<file path="config.mk">
export PLATFORM = sky130hd
export DESIGN_NAME = writeback_register_file
export DESIGN_NICKNAME = d
export VERILOG_FILES = /design/src/rtl/writeback_register_file.sv
export SDC_FILE = /design/constraint.sdc
export NUM_CORES = 2
export LEC_CHECK = 0
export BUFFER_PORTS_ARGS = -buffer_cell sky130_fd_sc_hd__buf_2
export CAP_MARGIN = 5
export CELL_PAD_IN_SITES_DETAIL_PLACEMENT = 1
export CELL_PAD_IN_SITES_GLOBAL_PLACEMENT = 1
export CORE_MARGIN = 2
export CORE_UTILIZATION = 45
export CTS_CLUSTER_DIAMETER = 60
export DETAILED_ROUTE_END_ITERATION = 10
export GPL_TIMING_DRIVEN = 0
export PLACE_DENSITY = 0.83
export SYNTH_ARGS = -nofsm -noshare
export SYNTH_HDL_FRONTEND = slang
export SYNTH_SLANG_ARGS = --single-unit
</file>
<file path="constraint.sdc">
create_clock -name clk -period 6.5 [get_ports clk]
set_input_delay 0.975 -clock clk [delete_from_list [all_inputs] [get_ports clk]]
set_output_delay 0.975 -clock clk [all_outputs]
set_load 0.005 [all_outputs]
</file>
<file path="src/rtl/writeback_register_file.sv">
// MIPS-style write-back stage merged with the 32x32 register file.
// Selects the write-back value, writes it on the rising edge and bypasses it to both read ports.
module writeback_register_file #(
    parameter logic [31:0] SP_INIT = 32'h7FFF_EFFC,
    parameter logic [31:0] GP_INIT = 32'h1000_8000
) (
    input  logic        clk,
    input  logic        reset,
    input  logic        RegWrite_input,
    input  logic        MemToReg_input,
    input  logic        Jal_input,
    input  logic [4:0]  WriteRegister_input,
    input  logic [31:0] ReadData_input,
    input  logic [31:0] ALUResult_input,
    input  logic [31:0] LinkAddress_input,
    input  logic [4:0]  ReadRegister1,
    input  logic [4:0]  ReadRegister2,
    output logic [31:0] ReadData1_output,
    output logic [31:0] ReadData2_output,
    output logic [31:0] WriteBackData_output,
    output logic        WriteEnable_output
);

    localparam logic [4:0] LINK_REG = 5'd31;
    localparam logic [4:0] GP_REG   = 5'd28;
    localparam logic [4:0] SP_REG   = 5'd29;

    logic [31:0] regs_q [32];
    logic [31:0] regs_d [32];

    logic [31:0] write_data;
    logic [4:0]  write_dest;
    logic        write_en;

    always_comb begin
        write_data = ALUResult_input;
        if (Jal_input) begin
            write_data = LinkAddress_input;
        end else if (MemToReg_input) begin
            write_data = ReadData_input;
        end
    end

    // jal always links into $ra, whatever destination MEM/WB carries
    always_comb begin
        write_dest = Jal_input ? LINK_REG : WriteRegister_input;
        write_en   = (RegWrite_input || Jal_input) && (write_dest != 5'd0) && !reset;
    end

    always_comb begin
        regs_d = regs_q;
        if (reset) begin
            for (int i = 0; i < 32; i++) begin
                regs_d[i] = 32'd0;
            end
            regs_d[GP_REG] = GP_INIT;
            regs_d[SP_REG] = SP_INIT;
        end else if (write_en) begin
            regs_d[write_dest] = write_data;
        end
    end

    always_ff @(posedge clk) begin
        regs_q <= regs_d;
    end

    // Write-first: a read of the register being written sees the new value this cycle
    always_comb begin
        ReadData1_output = regs_q[ReadRegister1];
        ReadData2_output = regs_q[ReadRegister2];
        if (write_en && (ReadRegister1 == write_dest)) begin
            ReadData1_output = write_data;
        end
        if (write_en && (ReadRegister2 == write_dest)) begin
            ReadData2_output = write_data;
        end
        if (ReadRegister1 == 5'd0) begin
            ReadData1_output = 32'd0;
        end
        if (ReadRegister2 == 5'd0) begin
            ReadData2_output = 32'd0;
        end
    end

    assign WriteBackData_output = write_data;
    assign WriteEnable_output   = write_en;

endmodule

</file>
After elaboration in Yosys (flattened, before gate mapping)
Cells that the tools add are included.

Register bits: 1024. Bits of input ports: 116. Word-level logic and storage cells: 67.

$lt $le $gt $ge: 4. Eq/ne operators: 2. Mux-type cells: 16. Bitwise operators: 3. Reductions and logical operators: 10.

Operator list (count): $bwmux W1024 (1); $mux W32 (11); $bmux W32 S5 (2); $demux W32 S5 (1); $ge A6 B6 Y1 const B (3); $not A5 Y6 (3); $eq A5 B5 Y1 (2); $logic_not A5 Y1 (2); $lt A6 B1 Y1 const B (1); $logic_and A1 B1 Y1 (5); $mux W5 (1); $reduce_bool A5 Y1 (1); $logic_not A1 Y1 (1); $logic_or A1 B1 Y1 (1).

Longest topological paths before layout
Depth after elaboration: 7. Mapped depth: 10. Gate-level depth less buffers: 5.

Least setup slack after synthesis
OpenSTA, ideal clock, no wires.

Kind: in2out. Start point: in ReadRegister1[1]. End point: out ReadData1_output[12]. Arrival: 2.880 ns. Path slack: 2.645 ns. Stages: 7. Path buffers: 3. Cells stage by stage: buf_6 -> buf_4 -> buf_1 -> mux4_2 -> mux4_2 -> mux2_2 -> a22o_1.

Word-level cells in the longest chain between the ends: 6. Elaborated cells on any way between the ends: 9. Those cells by class: eq/ne: 1; mux: 5; bitwise: 1; reduce/logical: 2.

Ends and longest elaborated chain: start: declaration (line 16) `input logic [4:0] ReadRegister1,`; $not A5 Y6 (implied by the code) (line 69) `ReadData1_output = regs_q[ReadRegister1];`; $bmux W32 S5 (line 69); $mux W32 (implied by the code) (2 in series) (line 69); $mux W32 (line 71) `if (write_en && (ReadRegister1 == write_dest)) begin`; $mux W32 * (line 77) `if (ReadRegister1 == 5'd0) begin`; end: declaration (line 18) `output logic [31:0] ReadData1_output,`.

Every way passes the cells marked *; elsewhere a longest branch is shown, timed or not. The select of a mux whose other input is x is not followed.

Final worst setup path
Start point: in ReadRegister1[3]. End point: out ReadData1_output[27].

The elaborated chain is that of the path after synthesis.

==> impl_metrics.tcl <==
set metrics [dict create \
    status "finished, violations left" \
    violations "capacitance limit, slew limit, setup timing" \
    min_from "regs_q[1018]" \
    final_common_cell "nor2_1" \
    nFillCells 13613 \
    slowest_stage "a211oi_1" \
    ant_nets 0 \
    hold_path_end "regs_q[1018]" \
    cp.required_ns 5.52 \
    drt-total-wl_um 346000 \
    synth_compound_area_share_pct 13.2 \
    synthArstFlopShare_pct 0 \
    max_freq_mhz 145 \
    worstPathCellList "buf_2, clkbuf_1, nand2_1, clkbuf_1, a211oi_1, o41ai_2, buf_2" \
    crit_family "buffers and inverters" \
    grt_pass1_vias 54880 \
    path_buf_inv 4 \
    post-route-util_pct 52.0 \
    insertion_delay_ns 0.81 \
    multi_input_area_um2 30100 \
    critPathArrivalTime_ns 5.91 \
    dp_slack_ns -0.444 \
    rr_startpoint "regs_q[288]" \
    synth_cells 5958 \
    dpl_cell_area_um2 56700 \
    slew_violations 47 \
    layout_worst_path_cycle_share_pct 106 \
    yosysUniqueCellTypes 62 \
    finalWorstSetupSlack_ns -0.382 \
    fin_cells 7984 \
    top_regs "regs_q x1024" \
    cp-end-kind "output pin" \
    dieHeight_um 348 \
    register_area_um2 20500 \
    coreArea_um2 118000 \
    final_area_um2 61200 \
    syn_area_um2 53400 \
    grt_antenna_before_repair 49 \
    yosys.area_share.xor_xnor_pct 0.0985 \
    cts_sinks 1024 \
    grt_pass1_wl_um 458000 \
    slew_headroom_pct -8.46 \
    hold_viol_final 0 \
    overflow 0 \
    grt_use_total_pct 55.9 \
    cts_buffers 130 \
    syn_avg_cell_area_um2 8.96 \
    dr.pass1.iters 6 \
    worst_slew_pin_slew_ns 1.63 \
    synth.area.mux_share_pct 26.5 \
    drt_iter0_drc 9658 \
    floorplan.initialDensity_pct 45.3 \
    cp_max_fo 10 \
    reg2reg_to "regs_q[288]" \
    max-vdd-ir-drop_v 0.000294 \
    rows 126 \
    regMostFlops "regs_q" \
    grt_max_degree 17 \
    cts_tree "done" \
    cpPeakStageDelay_ns 1.14 \
    largest_reg_flops 1024 \
    startpoint_type "input port" \
    place.gp.congestion 1.08 \
    skew_ns 0 \
    period_needed_ns 6.88 \
    synth_edf_count 0 \
    post-cts-setup-buffers 0 \
    leakage_nw 23.6 \
    reg2reg_depth 2 \
    ys_seq_elements 1024 \
    yosysWarnings 0 \
    synth_flop_cell "dfxtp_1" \
    crit_type "in2out" \
    die_area_um2 121000 \
    reg2reg_slack_ns 5.42 \
    syn_nets 6074 \
    min_path_type "reg2reg" \
    power.total_w 0.0160 \
    place_hpwl_um 262000 \
    nNetsFinal 6433 \
    placed_cells 7718 \
    p_per_area_nw_per_um2 261 \
    synth_top_family_by_area "multiplexers" \
    wire_per_inst_um 43.3 \
    syn_to_final_growth_pct 14.7 \
    path_clk_slew_ns 0.06 \
    synth_adder_area_share_pct 0 \
    drive_above_1_share_pct 19.3 \
    hold_path_depth 1 \
    seq_area_frac_synth_pct 38.4 \
    cap_violations 9 \
    clk_path_buf_depth 3 \
    htreeDepth 4 \
    layout_common_cells "nor2_1 (1998), dfxtp_1 (1024), a21oi_1 (993)" \
    ios 213 \
    drc 0 \
    port-buffer-count 203 \
    vias_per_cell 7.19 \
    vias 57368 \
    yosys.area_share.simple_pct 16.6 \
    clockRootBuffer "clkbuf_16" \
    final-setup-viol-count 15 \
    rsz0062_at_grt "no" \
    die_x_um 348 \
]
kinds of logic after synthesis:
logic type,count (synthesis)
and+or+nand+nor,2230
AOI/OAI and AO/OA,1271
DFF,1024
muxes,763
buffers and inverters,664
xor gates and xnor gates,6
metal layers:
metal	track usage (%)	vias up	part of all wire, %
li1	-	21749	-
met1	64.6	28678	34
met2	77.1	5274	40
met3	27.3	1623	16
met4	47.2	44	10
met5	0.440	-	0.096
Yosys cell counts (43+ instances only):
cell / n / area [µm²]
a21oi_1: 993 / 4970
buf_2: 95 / 475
clkbuf_1: 457 / 1720
dfxtp_1: 1024 / 20500
inv_1: 43 / 161
mux2_2: 84 / 946
mux2i_1: 163 / 1630
mux4_2: 513 / 11600
nand2_1: 82 / 308
nor2_1: 1998 / 7500
nor2b_1: 47 / 294
o22ai_1: 61 / 382
where the power goes:
part / internal [W] / switching [W]
Combinational: 0.000460 / 0.00162
Sequential: 0.00631 / 0.0000322
Clock: 0.00428 / 0.00327
Total: 0.0110 / 0.00492
area by class of cell:
cell class | instances | area share, %
Multi-Input combinational cell | 4270 | 49.3
Inverter | 46 | 0.282
Sequential cell | 1024 | 33.5
Clock inverter | 58 | 1.15
Antenna cell | 30 | 0.123
Tap cell | 1536 | 3.14
Buffer | 616 | 4.28
Timing Repair Buffer | 229 | 2.30
Clock buffer | 175 | 5.95
through the flow:
step                      TNS [ns]  hold WS (ns)
after global routing             0         0.496
final                        -2.95         0.484
after CTS                        0         0.482
after global placement       -6.72         0.455
after detailed placement    -0.728         0.472
after floorplan                  0         0.448
how the worst max path moves through the flow:
stage / slack, ns / cells after the start / end / start
2_1_floorplan: 2.65 / 7 / ReadData1_output[12] / ReadRegister1[1]
3_3_place_gp: -1.08 / 8 / ReadData2_output[1] / ReadRegister2[2]
3_5_place_dp: -0.44 / 8 / ReadData2_output[1] / ReadRegister2[2]
4_1_cts: 0.09 / 10 / ReadData1_output[17] / ReadRegister1[2]
5_1_grt: 0.04 / 10 / ReadData2_output[8] / Jal_input
6_report: -0.38 / 7 / ReadData1_output[27] / ReadRegister1[3]
timing repair:
action	in CTS	in global routing
setup endpoints to repair	2	7
hold buffers	0	0
resized for setup	1	3
hold endpoints to repair	0	0
Note: power is estimated with default switching activity, not from simulation.
